[src/rtl/truth_table_scanner_pkg.sv]
// Shared encodings, default sizing and golden masks for the truth-table scanner.
// Latency: n/a (declarations only).
// Backpressure: n/a.
package truth_table_scanner_pkg;

    typedef enum logic [1:0] {
        ST_IDLE = 2'd0,
        ST_SCAN = 2'd1,
        ST_DONE = 2'd2
    } state_t;

    localparam int N_IN_DEF        = 3;
    localparam int HOLD_CYCLES_DEF = 20;
    localparam int CNT_W_DEF       = 8;

    // Golden truth tables for the 3-input lab functions; bit i = f(x==i).
    localparam logic [7:0] MAJ3 = 8'hE8;
    localparam logic [7:0] XOR3 = 8'h96;
    localparam logic [7:0] AND3 = 8'h80;

endpackage

[src/rtl/truth_table_scanner_lsb_priority_enc.sv]
// Lowest-set-bit priority encoder with an any-set flag.
// Latency: purely combinational.
// Backpressure: none.
module truth_table_scanner_lsb_priority_enc #(
    parameter int W     = 8,
    parameter int IDX_W = 3
) (
    input  logic [W-1:0]     i_vec,
    output logic [IDX_W-1:0] o_idx,
    output logic             o_any
);

    // Scan from the top down so the lowest set bit is the last writer and wins.
    always_comb begin
        o_idx = '0;
        o_any = |i_vec;
        for (int i = W - 1; i >= 0; i--) begin
            if (i_vec[i]) begin
                o_idx = IDX_W'(i);
            end
        end
    end

endmodule

[src/rtl/truth_table_scanner.sv]
// Walks every input vector, samples f at the end of each hold window, grades the table.
// Latency: 2**N_IN*HOLD_CYCLES clocks from accepted start to the done pulse.
// Backpressure: none; start is only accepted in IDLE and is never queued.
module truth_table_scanner
    import truth_table_scanner_pkg::*;
#(
    parameter int N_IN        = N_IN_DEF,
    parameter int HOLD_CYCLES = HOLD_CYCLES_DEF,
    parameter int CNT_W       = CNT_W_DEF
) (
    input  logic                 i_clk,
    input  logic                 i_rst,
    input  logic                 i_start,
    input  logic [2**N_IN-1:0]   i_expected,
    input  logic                 i_f,
    output logic [N_IN-1:0]      o_x,
    output logic                 o_busy,
    output logic                 o_done,
    output logic [2**N_IN-1:0]   o_table,
    output logic                 o_pass,
    output logic                 o_mismatch,
    output logic [N_IN-1:0]      o_mismatch_idx
);

    localparam int                TW       = 2**N_IN;
    localparam logic [CNT_W-1:0]  CNT_LAST = CNT_W'(HOLD_CYCLES - 1);
    localparam logic [N_IN-1:0]   X_LAST   = {N_IN{1'b1}};

    state_t            r_state;
    state_t            w_state_nxt;
    logic [CNT_W-1:0]  r_cnt;
    logic [N_IN-1:0]   r_x;
    logic [TW-1:0]     r_exp;
    logic [TW-1:0]     r_table;
    logic              r_pass;
    logic              r_mismatch;
    logic [N_IN-1:0]   r_mis_idx;

    logic              w_accept;
    logic              w_sample;
    logic              w_last;
    logic [TW-1:0]     w_table_nxt;
    logic [N_IN-1:0]   w_idx;
    logic              w_any;

    // State register; reset aborts any scan in flight.
    always_ff @(posedge i_clk or posedge i_rst) begin
        if (i_rst) begin
            r_state <= ST_IDLE;
        end else begin
            r_state <= w_state_nxt;
        end
    end

    // Next state plus the strobes that steer the datapath.
    always_comb begin
        w_state_nxt = r_state;
        w_accept    = 1'b0;
        w_sample    = 1'b0;
        w_last      = 1'b0;
        case (r_state)
            ST_IDLE: begin
                if (i_start) begin
                    w_accept    = 1'b1;
                    w_state_nxt = ST_SCAN;
                end
            end
            ST_SCAN: begin
                if (r_cnt == CNT_LAST) begin
                    w_sample = 1'b1;
                    if (r_x == X_LAST) begin
                        w_last      = 1'b1;
                        w_state_nxt = ST_DONE;
                    end
                end
            end
            ST_DONE: w_state_nxt = ST_IDLE;
            default: w_state_nxt = ST_IDLE;
        endcase
    end

    // Table with the current sample folded in, so grading sees the final bit too.
    always_comb begin
        w_table_nxt      = r_table;
        w_table_nxt[r_x] = i_f;
    end

    truth_table_scanner_lsb_priority_enc #(
        .W     (TW),
        .IDX_W (N_IN)
    ) u_prio (
        .i_vec (w_table_nxt ^ r_exp),
        .o_idx (w_idx),
        .o_any (w_any)
    );

    // Hold counter, vector walk, table capture and result grading.
    always_ff @(posedge i_clk or posedge i_rst) begin
        if (i_rst) begin
            r_cnt      <= '0;
            r_x        <= '0;
            r_exp      <= '0;
            r_table    <= '0;
            r_pass     <= 1'b0;
            r_mismatch <= 1'b0;
            r_mis_idx  <= '0;
        end else if (w_accept) begin
            r_cnt   <= '0;
            r_x     <= '0;
            r_exp   <= i_expected;
            r_table <= '0;
        end else if (r_state == ST_SCAN) begin
            if (w_sample) begin
                r_cnt   <= '0;
                r_table <= w_table_nxt;
                if (w_last) begin
                    r_x        <= '0;
                    r_pass     <= ~w_any;
                    r_mismatch <= w_any;
                    r_mis_idx  <= w_idx;
                end else begin
                    r_x <= r_x + N_IN'(1);
                end
            end else begin
                r_cnt <= r_cnt + CNT_W'(1);
            end
        end
    end

    assign o_x            = r_x;
    assign o_busy         = (r_state == ST_SCAN);
    assign o_done         = (r_state == ST_DONE);
    assign o_table        = r_table;
    assign o_pass         = r_pass;
    assign o_mismatch     = r_mismatch;
    assign o_mismatch_idx = r_mis_idx;

endmodule

[config.mk]
export PLATFORM = sky130hd
export DESIGN_NAME = truth_table_scanner
export DESIGN_NICKNAME = d
export VERILOG_FILES = /design/src/rtl/truth_table_scanner_pkg.sv /design/src/rtl/truth_table_scanner_lsb_priority_enc.sv /design/src/rtl/truth_table_scanner.sv
export SDC_FILE = /design/constraint.sdc
export NUM_CORES = 1
export LEC_CHECK = 0
export CORE_MARGIN = 1
export CORE_UTILIZATION = 30
export DETAILED_ROUTE_END_ITERATION = 16
export DONT_BUFFER_PORTS = 1
export MAX_ROUTING_LAYER = met4
export PLACE_DENSITY = 0.4
export SYNTH_ARGS = -nofsm -noshare
export SYNTH_HDL_FRONTEND = slang
export SYNTH_SLANG_ARGS = --single-unit
[constraint.sdc]
create_clock -name i_clk -period 2.7 [get_ports i_clk]
set_input_delay 0.54 -clock i_clk [delete_from_list [all_inputs] [get_ports i_clk]]
set_output_delay 0.54 -clock i_clk [all_outputs]
set_load 0.01 [all_outputs]
Word-level counts from Yosys, hierarchy flattened
Index checks and enable logic that the tools add are counted.

cells by class
  add/sub/neg operators = 2
  magnitude comparators = 2
  equal/unequal tests = 7
  muxes and demuxes = 32
  bitwise operators = 3
  reductions and logical operators = 8

operators by type and width
  cell                                                                          number
  8-bit 2-to-1 mux                                                              6
  3-bit 2-to-1 mux                                                              12
  8-bit by 1-bit adder with 8-bit output, second input constant                 1
  8-bit bitwise mux                                                             1
  8-bit by 5-bit equality test with 1-bit output, second input constant         1
  1-bit 2-to-1 mux                                                              8
  8-bit OR reduction                                                            1
  8-bit bitwise XOR                                                             1
  2-bit 2-to-1 mux                                                              3
  3-bit by 4-bit less-than comparator with 1-bit output, second input constant  1
  2-bit by 1-bit inequality test with 1-bit output, second input constant       2
  2-bit one-hot mux with 2 select lines                                         1
  4-bit AND reduction                                                           1
  2-bit nonzero test                                                            2
  3-bit by 1-bit adder with 3-bit output, second input constant                 1
  1-bit demux with 3-bit select                                                 1
  3-bit equality test, second input constant                                    1
  3-bit by 1-bit >= comparator with 1-bit output, second input constant         1
  3-bit AND reduction                                                           1
  2-bit by 1-bit equality test with 1-bit output, second input constant         1
  2-bit equality test, second input constant                                    1
  2-bit logical NOT                                                             1
  2-bit inequality test, second input constant                                  1
  1-bit NOT                                                                     2
  other kinds (2)                                                               2

word-level totals
  register bits after elaboration = 34
  word-level logic and storage cells = 62

Longest topological paths before layout
Gate-level depths: netlist of the first run.

  depth in word-level cells = 14
  depth in mapped cells = 7
  gate-level depth less buffers = 7

By module
Synthesis of the first run repeated with hierarchy kept, for this count alone.

unflattened totals
  cells, all modules = 189
  area, all modules = 2026.9 sq um

modules (own cells, without submodules)
  module                                instances  cells an instance  area each (sq um)
  truth_table_scanner                   1          176                1945.6
  truth_table_scanner_lsb_priority_enc  1          13                 81.3

Worst setup path after synthesis of the first run
Ideal clock, no wire load.

  path kind = register to register
  start = register r_x[0], in the netlist o_x[0]
  end = register r_mismatch, in the netlist o_mismatch
  data arrival time = 1.854 ns
  required time = 2.581 ns
  slack = 0.727 ns
  stages on the path, launching flop included = 8
  buffers on the path = 1
  period minus slack after synthesis = 1.973 ns
  cell sequence = dfrtp_1 -> buf_2 -> nor3b_1 -> mux2i_1 -> xnor2_1 -> nor4b_1 -> nand3_1 -> o21a_1

between the ends
  cells in the longest elaborated chain, start to end = 7
  elaborated cells on any way between the ends = 13
  classes of those cells = 2 x order compare; 1 x eq/ne; 6 x mux; 1 x bitwise; 3 x reduce/logical

RTL lines
  element                                                                                                                                        RTL line                                    source
  from (decl)                                                                                                                                    truth_table_scanner.sv:32                   logic [N_IN-1:0] r_x;
  from (signal assigned)                                                                                                                         truth_table_scanner.sv:122                  r_x <= r_x + N_IN'(1);
  3-bit by 4-bit less-than comparator with 1-bit output (not written as such) or 3-bit by 1-bit >= comparator with 1-bit output (tied branches)  truth_table_scanner.sv:85                   w_table_nxt[r_x] = i_f;
  1-bit logical AND (not written as such)                                                                                                        truth_table_scanner.sv:85
  1-bit 2-to-1 mux (not written as such)                                                                                                         truth_table_scanner.sv:85
  1-bit demux with 3-bit select                                                                                                                  truth_table_scanner.sv:85
  8-bit bitwise mux                                                                                                                              truth_table_scanner.sv:85
  8-bit bitwise XOR                                                                                                                              truth_table_scanner.sv:92                   .i_vec (w_table_nxt ^ r_exp),
  8-bit OR reduction                                                                                                                             truth_table_scanner_lsb_priority_enc.sv:16  o_any = |i_vec;
  to (signal assigned)                                                                                                                           truth_table_scanner.sv:119                  r_mismatch <= w_any;
  to (decl)                                                                                                                                      truth_table_scanner.sv:36                   logic r_mismatch;

Parallel ways exist; a longest one is shown, timed or not.
A chain may end at the register's enable or synchronous reset.

Final worst setup path of the first run
  start = register r_cnt[2]
  end = register r_table[0], in the netlist o_table[0]

between the ends
  cells in the longest elaborated chain, start to end = 5

RTL lines
  element                                         RTL line                    source
  from (decl)                                     truth_table_scanner.sv:31   logic [CNT_W-1:0] r_cnt;
  from (signal assigned)                          truth_table_scanner.sv:125  r_cnt <= r_cnt + CNT_W'(1);
  8-bit by 5-bit equality test with 1-bit output  truth_table_scanner.sv:69   if (r_cnt == CNT_LAST) begin
  1-bit 2-to-1 mux                                truth_table_scanner.sv:69
  1-bit 2-to-1 mux                                truth_table_scanner.sv:61   case (r_state)
  2-bit nonzero test (no source line)             -
  2-bit AND reduction (no source line)            -
  to (signal assigned)                            truth_table_scanner.sv:115  r_table <= w_table_nxt;
  to (decl)                                       truth_table_scanner.sv:34   logic [TW-1:0] r_table;

No other way between the ends.

==> metrics.txt, run 1 <==
Final Hold Vio Count 0; register area share after synthesis 0.483; critical path class register to register; GR peak layer met2; Max stage delay on crit path a little under 0.6 ns; number of inserted diodes 0; Net count, final between 150 and 200; Max-slew headroom 0.659; Vias 1,194; Cells after Synth 167; FP Rows 27; Ys Warns 0; H-tree levels 2; gpl congestion 0.751; count of cell types in the netlist 38; core box area between 5000 and 6000 um^2; worst-margin pin slew between 0.5 and 0.6 ns; RSZ-0062 raised after global routing false; drt initial violations 71; cell area after synthesis ~1800 um^2; pin count of the biggest net entering global routing 35; cts-stage hold buffer count 0; critical path arrival 2.37 ns; skew final approximately 0.0044 ns; total track usage 0.141; crit path buf inv count 0; dpl hpwl roughly 2800 um; Residual DRC 0; Initial Util 0.316; grt met3 use 0.0407; Max Root-Sink Buffers 2; Top-Level Pins 30; met1 Resource Use GR 0.174; Tcrit/Tclk final 0.813; Fmax achieved 455 MHz; chip width ~80 um; Vias per Instance around 4.9; Post-Route Setup TNS 0 ns; Mapped Nets 182; crit path time final 2.20 ns; ys async rst share 1.00; clock sinks 34; grt met2 use 0.218; GRT overflow 0; final cell count without fillers ~240; CTS tree done; vias in the first global route 1,291; HP Class input pin to asynchronous set/reset pin; Pre-antenna DRT Iters 4; leak pwr slightly above 0.8 nW; Max-Cap Viols 0; total wire length ~3700 um; cells along the critical path or4_4, nor3_2, nand2_1, nand2_2, o21ai_0, a32o_1; layout cells sized above 1 0.135; Pins Over Slew Limit 0; Post-synth EDFFs 0; die area around 6200 um^2; antenna violations before repair 0; Layout area overhead 8.73%; Crit. End Element register; wire length per cell approximately 15 um; Critical Path RT 2.87 ns; worst-path fanout max 10; Synth area leader dfrtp_1; Die Y ~80 um; CTS Buf Count 5; Post-synth top flop dfrtp_1; placed cells roughly 240; post-synth top area share 0.483; outcome finished, final reports clean; Worst-Skew Late Latency around 0.28 ns; Avg Inst Size Synth 10.6 um^2; Startpoint Class register; Clock Root Buffer clkbuf_8; first-pass GRT wire length approximately 6400 um; Post-CTS Setup Bufs 0; CTS resizes 0; top cells by area, synth dfrtp_1 48%, mux2_2 5.1%, mux2i_1 4.5%; final setup fails 0; Worst VDD drop 191 uV; CP top delay family simple AND/OR/NAND/NOR gates; P per Cell Area around 460 nW/um^2; PortBufs 0; slowest CP cell or4_4; clk slew on worst S/H paths 0.06 ns; Final ANT Viol Nets 0; post-synthesis register bit count 34
## sequential cells by signal (all words and copies together), names as in the netlist
name,count
o_x,3
r_state,2
o_table,8
o_mismatch_idx,3
o_pass,1
o_mismatch,1
r_exp,8
r_cnt,8
## per-layer routing
metal	part of all wire	vias up
met2	0.50	20
met4	0.015	0
met3	0.042	6
met1	0.44	578
li1	-	590
met5	0	-
## per-stage QoR
step / setup WS [ns] / util / power, mW / hold WS (ns) / cell area (um^2)
after floorplan: 0.727 / - / 0.542 / 0.498 / 1760
after global placement: 0.523 / 0.330 / 0.547 / 0.514 / 1840
after detailed placement: 0.482 / 0.330 / 0.547 / 0.519 / 1840
after CTS: 0.467 / 0.344 / 0.900 / 0.253 / 1920
after global routing: 0.347 / 0.344 / 0.928 / 0.289 / 1920
final: 0.504 / 0.344 / 0.880 / 0.243 / 1920
## cells in the mapped netlist, drive strengths merged (2+ instances only)
master  number
a21oi        5
a22o         2
a32o         4
and2         2
and3         2
buf          5
dfrtp       34
ha           3
inv          7
mux2         8
mux2i        8
nand2       20
nand2b       3
nand3        3
nand3b       3
nor2        10
nor2b        2
nor3         3
nor3b        3
o21ai        8
o22ai        4
o31ai        3
xnor2        8
xor2         7
## cells in the final DEF, fill, tap and decap left out, types with 2 or more instances in the layout
| cell | instances |
|---|---|
| mux2i_1 | 8 |
| a32o_1 | 4 |
| nand3_1 | 3 |
| nand2b_1 | 3 |
| o21ai_0 | 7 |
| nor2b_1 | 2 |
| nor3_2 | 2 |
| nor2_1 | 10 |
| xnor2_1 | 8 |
| ha_1 | 3 |
| and2_1 | 2 |
| clkbuf_8 | 5 |
| o22ai_1 | 4 |
| buf_4 | 2 |
| o31ai_1 | 3 |
| inv_1 | 7 |
| nand2_2 | 2 |
| and3_1 | 2 |
| clkbuf_1 | 2 |
| nand2_1 | 18 |
| xor2_1 | 7 |
| a21oi_1 | 5 |
| nor3b_1 | 3 |
| nand3b_1 | 3 |
| dfrtp_1 | 34 |
| mux2_2 | 8 |
| a22o_1 | 2 |
## where the power goes
| group | total, mW | internal, mW | leakage, nW | switching (mW) |
|---|---|---|---|---|
| logic | 0.0210 | 0.00629 | 0.381 | 0.0147 |
| clock network | 0.344 | 0.177 | 0.0383 | 0.166 |
| registers | 0.515 | 0.512 | 0.410 | 0.00350 |
## final cells by class
class	instances	area, um^2
fillers	582	3660
repair buffers	2	15.0
clock buffers	7	76.3
flip-flops and latches	34	851
multi-input cells	120	858
inverters	7	26.3
well taps	72	90.1
## kinds of logic after synthesis
family	Yosys count	share of synthesized area
DFF	34	0.483
buffers and inverters	13	0.0305
xor gates and xnor gates	15	0.0745
AOI/OAI and AO/OA	30	0.116
muxes	16	0.0965
and+or+nand+nor	56	0.179
adders and majority gates	3	0.0213
## final timing paths
path | endpoint | depth (start not counted) | slack, ns | from
worst max-delay path | o_table[0] | 6 | 0.50 | r_cnt[2]
worst max register to register | o_table[0] | 6 | 0.50 | r_cnt[2]
worst min-delay path | o_pass | 2 | 0.24 | i_rst
worst min register to register | r_exp[4] | 1 | 0.53 | r_exp[4]
max in group asynchronous | o_table[4] | 2 | 2.14 | i_rst
min in group i_clk | r_exp[1] | 1 | 0.41 | i_expected[1]
Note: power is estimated with default switching activity, not from simulation.
==> inputs of run 2 (changes only) <==
Clock period 2.7 ns to 2.1 ns, I/O delays scaled along.
==> run 2 against run 1 <==
Effect of this change: fmax rose by 9.5%; clock-buffer cell count did not move; highest routed layer unchanged; worst setup slack got worse by 0.41 ns; clock power rose by 44%; total power rose by 35%; largest cell class unchanged.
==> metrics.txt, run 2 (synthesis results as in run 1) <==
outcome finished, final reports clean; Top-Level Pins 30 (unchanged); Final ANT Viol Nets 0 (unchanged); cells along the critical path nor3b_1, buf_4, mux2i_1, xnor2_1, nor4b_2, nand3_1, o21a_1; Max-Cap Viols 0 (unchanged); FF-to-FF Start o_x[0]; Max stage delay on crit path 0.44 ns (-0.14 ns); grt met2 use 0.234 (+0.0157); total track usage 0.148 (+0.00670); skew final 0.00788 ns (+0.00346 ns); Tcrit/Tclk final 0.955 (+0.142); clock sinks 34 (unchanged); r2r setup slk 0.09 ns (-0.41 ns); gpl congestion 0.755 (+0.59%); Final Hold Vio Count 0 (unchanged); final cell count without fillers 260 (+7.4%); Startpoint Class register; Layout area overhead 18.5%; Vias per Instance 4.97 (+0.64%); layout cells sized above 1 0.245 (+0.109); FF-to-FF path depth 7 (+1); critical path class register to register; Pre-antenna DRT Iters 6 (+2); chip width 78.7 um (unchanged); H-tree levels 2 (unchanged); PortBufs 0 (unchanged); Residual DRC 0 (unchanged); P per Cell Area 568 nW/um^2 (+24%); critical path arrival 2.18 ns (-0.19 ns); Die Y 78.7 um (unchanged); Net count, final 202 (+9.2%); worst-path fanout max 7 (-3); core box area 5570 um^2 (unchanged); CTS tree done; cts-stage hold buffer count 0 (unchanged); first-pass GRT wire length 6690 um (+4.8%); Vias 1,291 (+8.1%); most frequent cells in the layout 34 x dfrtp_1, 18 x nand2_1, 18 x buf_4; worst-margin pin slew 0.454 ns (-0.0580 ns); Fmax achieved 498 MHz (+9.5%); Max Root-Sink Buffers 2 (unchanged); Pins Over Slew Limit 0 (unchanged); Worst VDD drop 284 uV (+48%); Critical Path RT 2.27 ns (-0.60 ns); crit path time final 2.01 ns (-0.190 ns); dpl hpwl 3010 um (+8.3%); met1 Resource Use GR 0.177 (+0.00389); FP Rows 27 (unchanged); Clock Root Buffer clkbuf_8; pin count of the biggest net entering global routing 35 (unchanged); RSZ-0062 raised after global routing false; drt initial violations 49 (-31%); Max-slew headroom 0.697 (+0.0387); final setup fails 0 (unchanged); post-place setup slack -0.0183 ns (-0.500 ns); placed cells 248 (+5.5%); wire length per cell 15.7 um (+1.6%); GR peak layer met2; clk slew on worst S/H paths 0.07 ns (about the same); leak pwr 0.934 nW (+13%); grt met3 use 0.0372 (-0.00349); Final Core Density 0.375 (+0.0308); HP Class input pin to asynchronous set/reset pin; Initial Util 0.316 (unchanged); CTS Buf Count 5 (unchanged); slowest CP cell dfrtp_1; RR Endpoint o_mismatch; GRT overflow 0 (unchanged); Worst-Skew Late Latency 0.28 ns (about the same); number of inserted diodes 0 (unchanged); total wire length 4070 um (+9.2%); Crit. End Element register; final setup margin 0.0938 ns (-0.410 ns); die area 6190 um^2 (unchanged); antenna violations before repair 0 (unchanged); most common cell after layout, fill and taps aside dfrtp_1; vias in the first global route 1,307 (+1.2%)
-- run 2: cell count changes in the layout (fill, tap and decap cells not counted), sizes merged --
cell	change
buf	+17
clkinv	+1
-- run 2: layout make-up --
cell class,count,area (um^2)
multi-input cells,120,883
well taps,72,90.1
fillers,570,3490
inverters,7,26.3
clock inverters,1,5.00
repair buffers,19,146
clock buffers,7,86.3
flip-flops and latches,34,851
-- run 2: how the worst max path moves through the flow --
| stage | startpoint | endpoint | cells past startpoint |
|---|---|---|---|
| 2_1_floorplan | o_x[0] | o_mismatch | 7 |
| 3_3_place_gp | o_x[0] | o_mismatch | 7 |
| 3_5_place_dp | o_x[0] | o_mismatch | 7 |
| 4_1_cts | o_x[0] | o_mismatch_idx[1] | 7 |
| 5_1_grt | o_x[0] | o_mismatch | 7 |
| 6_report | o_x[0] | o_mismatch | 7 |
-- run 2: what timing repair did --
action                     4_1_cts  5_1_grt
gates resized for setup          1        5
setup endpoints to repair        1        6
buffers inserted                 0        4
hold endpoints to repair         0        0
pin swaps                        0        3
-- run 2: through the flow --
step           setup TNS, ns  cell area [um^2]  hold WS, ns  total power, mW
2_1_floorplan              0              1760        0.498            0.696
4_1_cts                    0              2040        0.131             1.21
5_1_grt                    0              2090        0.163             1.25
3_5_place_dp         -0.0183              1940        0.442            0.704
6_report                   0              2090        0.114             1.19
3_3_place_gp         -0.0545              1940        0.437            0.703
-- run 2: routing by layer --
layer  part of all wire  wire, um  vias up
met5                  0         0        -
met4              0.022        91        0
met3              0.034       139        7
met2               0.49      1980       24
met1               0.46      1860      632
li1                   -         -      628
-- run 2: worst max-delay path: cells and delay by family, from the launching register on --
family / cells / cell delay [ns]
simple gates: 3 / 0.81
flops: 1 / 0.44
mux: 1 / 0.22
buf+inv: 1 / 0.16
xor+xnor: 1 / 0.14
compound gates: 1 / 0.13
-- run 2: where the power goes --
group          total, mW  internal (mW)  switching [mW]
logic             0.0282        0.00844          0.0198
clock network      0.494          0.264           0.230
registers          0.663          0.658         0.00489
total               1.19          0.931           0.255
==> inputs of run 3 (changes only) <==
Settings changed: SKIP_CTS_REPAIR_TIMING set to 1.
==> run 3 against run 2 <==
Effect of this change: worst hold slack about the same; clock-buffer cell count is the same; routed wire length rose by 0.88%; total power hardly changed; die area unchanged; critical path depth unchanged; worst setup slack better by 0.012 ns.
==> metrics.txt, run 3 (synthesis results as in run 1) <==
wire length per cell 15.8 um (+0.88%); Clock Root Buffer clkbuf_8; layout cells sized above 1 0.250 (+0.00532); PortBufs 0 (unchanged); Worst VDD drop 284 uV (about the same); Final ANT Viol Nets 0 (unchanged); Max-slew headroom 0.695 (-0.00209); grt met3 use 0.0360 (-0.00116); antenna violations before repair 0 (unchanged); Initial Util 0.316 (unchanged); FP Rows 27 (unchanged); Startpoint Class register; Crit. End Element register; chip width 78.7 um (unchanged); most frequent cells in the layout 34 x dfrtp_1, 18 x buf_4, 17 x nand2_1; number of inserted diodes 0 (unchanged); HP Class input pin to asynchronous set/reset pin; GR peak layer met2; critical path class register to register; H-tree levels 2 (unchanged); gpl congestion 0.755 (unchanged); skew final 0.00790 ns (+0.0000251 ns); Max stage delay on crit path 0.44 ns (about the same); crit path time final 1.99 ns (-0.0122 ns); GRT overflow 0 (unchanged); Pins Over Slew Limit 0 (unchanged); Final Core Density 0.375 (+0.000449); core box area 5570 um^2 (unchanged); final setup fails 0 (unchanged); leak pwr 0.935 nW (about the same); final setup margin 0.106 ns (+0.0122 ns); grt met2 use 0.237 (+0.00348); Die Y 78.7 um (unchanged); Vias 1,287 (-0.31%); Vias per Instance 4.95 (-0.31%); cells along the critical path nor3b_1, buf_4, mux2i_1, xnor2_1, nor4b_2, nand3_1, o21a_1; Net count, final 202 (unchanged); clock sinks 34 (unchanged); drt initial violations 49 (unchanged); most common cell after layout, fill and taps aside dfrtp_1; total track usage 0.147 (-0.000255); slowest CP cell dfrtp_1; final cell count without fillers 260 (unchanged); final instance area 2090 um^2 (+0.12%); first-pass GRT wire length 6670 um (-0.21%); Critical Path RT 2.28 ns (about the same); CTS Buf Count 5 (unchanged); worst-margin pin slew 0.457 ns (+0.00313 ns); Top-Level Pins 30 (unchanged); Tcrit/Tclk final 0.950 (-0.00580); RSZ-0062 raised after global routing false; outcome finished, final reports clean; Worst-Skew Late Latency 0.28 ns (about the same); die area 6190 um^2 (unchanged); worst-path fanout max 7 (unchanged); dpl hpwl 3010 um (unchanged); Fmax achieved 502 MHz (+0.61%); P per Cell Area 568 nW/um^2 (about the same); Final Hold Vio Count 0 (unchanged); post-place setup slack -0.0183 ns (unchanged); Max-Cap Viols 0 (unchanged); Residual DRC 0 (unchanged); Area after DPL 1940 um^2 (unchanged); Layout area overhead 18.6%; total wire length 4110 um (+0.88%); met1 Resource Use GR 0.177 (unchanged); vias in the first global route 1,303 (-0.31%); pin count of the biggest net entering global routing 35 (unchanged); CTS tree done; Pre-antenna DRT Iters 6 (unchanged); placed cells 248 (unchanged); critical path arrival 2.17 ns (about the same); Total Power 1.19 mW (about the same); Max Root-Sink Buffers 2 (unchanged); clk slew on worst S/H paths 0.07 ns (about the same)
[run 3: path summary, 6_finish.rpt]
check | endpoint | startpoint | cells past startpoint | slack [ns]
worst max-delay path | o_mismatch | o_x[0] | 7 | 0.11
worst min-delay path | r_exp[1] | i_rst | 2 | 0.11
worst max register to register | o_mismatch | o_x[0] | 7 | 0.11
worst min register to register | r_exp[4] | r_exp[4] | 1 | 0.53
max in group asynchronous | o_table[4] | i_rst | 2 | 1.65
min in group i_clk | r_exp[2] | i_expected[2] | 1 | 0.28
[run 3: critical path, delay by kind of cell, from the launching register on]
family                 cells  cell delay, ns
multiplexers               1            0.22
flip-flops                 1            0.44
buffers and inverters      1            0.16
AO/OA/AOI/OAI              1            0.13
AND/OR/NAND/NOR            3            0.80
XOR/XNOR                   1            0.14
[run 3: routing by layer]
metal,vias to the layer above,share of wire
li1,628,-
met2,22,0.49
met1,632,0.46
met4,0,0.016
met3,5,0.031
met5,-,0
[run 3: final cells by class]
type	instances	area [um^2]
clock inverters	1	5.00
fillers	569	3480
repair buffers	19	146
well taps	72	90.1
inverters	7	26.3
clock buffers	7	86.3
flip-flops and latches	34	851
multi-input cells	120	886
[run 3: power by group]
group / switching, mW / internal (mW)
clock: 0.231 / 0.264
sequential: 0.00480 / 0.658
combinational: 0.0198 / 0.00844
[run 3: stage by stage]
step                      TNS (ns)  hold WS [ns]
after detailed placement   -0.0183         0.442
after global routing             0         0.163
final                            0         0.114
after CTS                  -0.0437         0.131
after global placement     -0.0545         0.437
after floorplan                  0         0.498
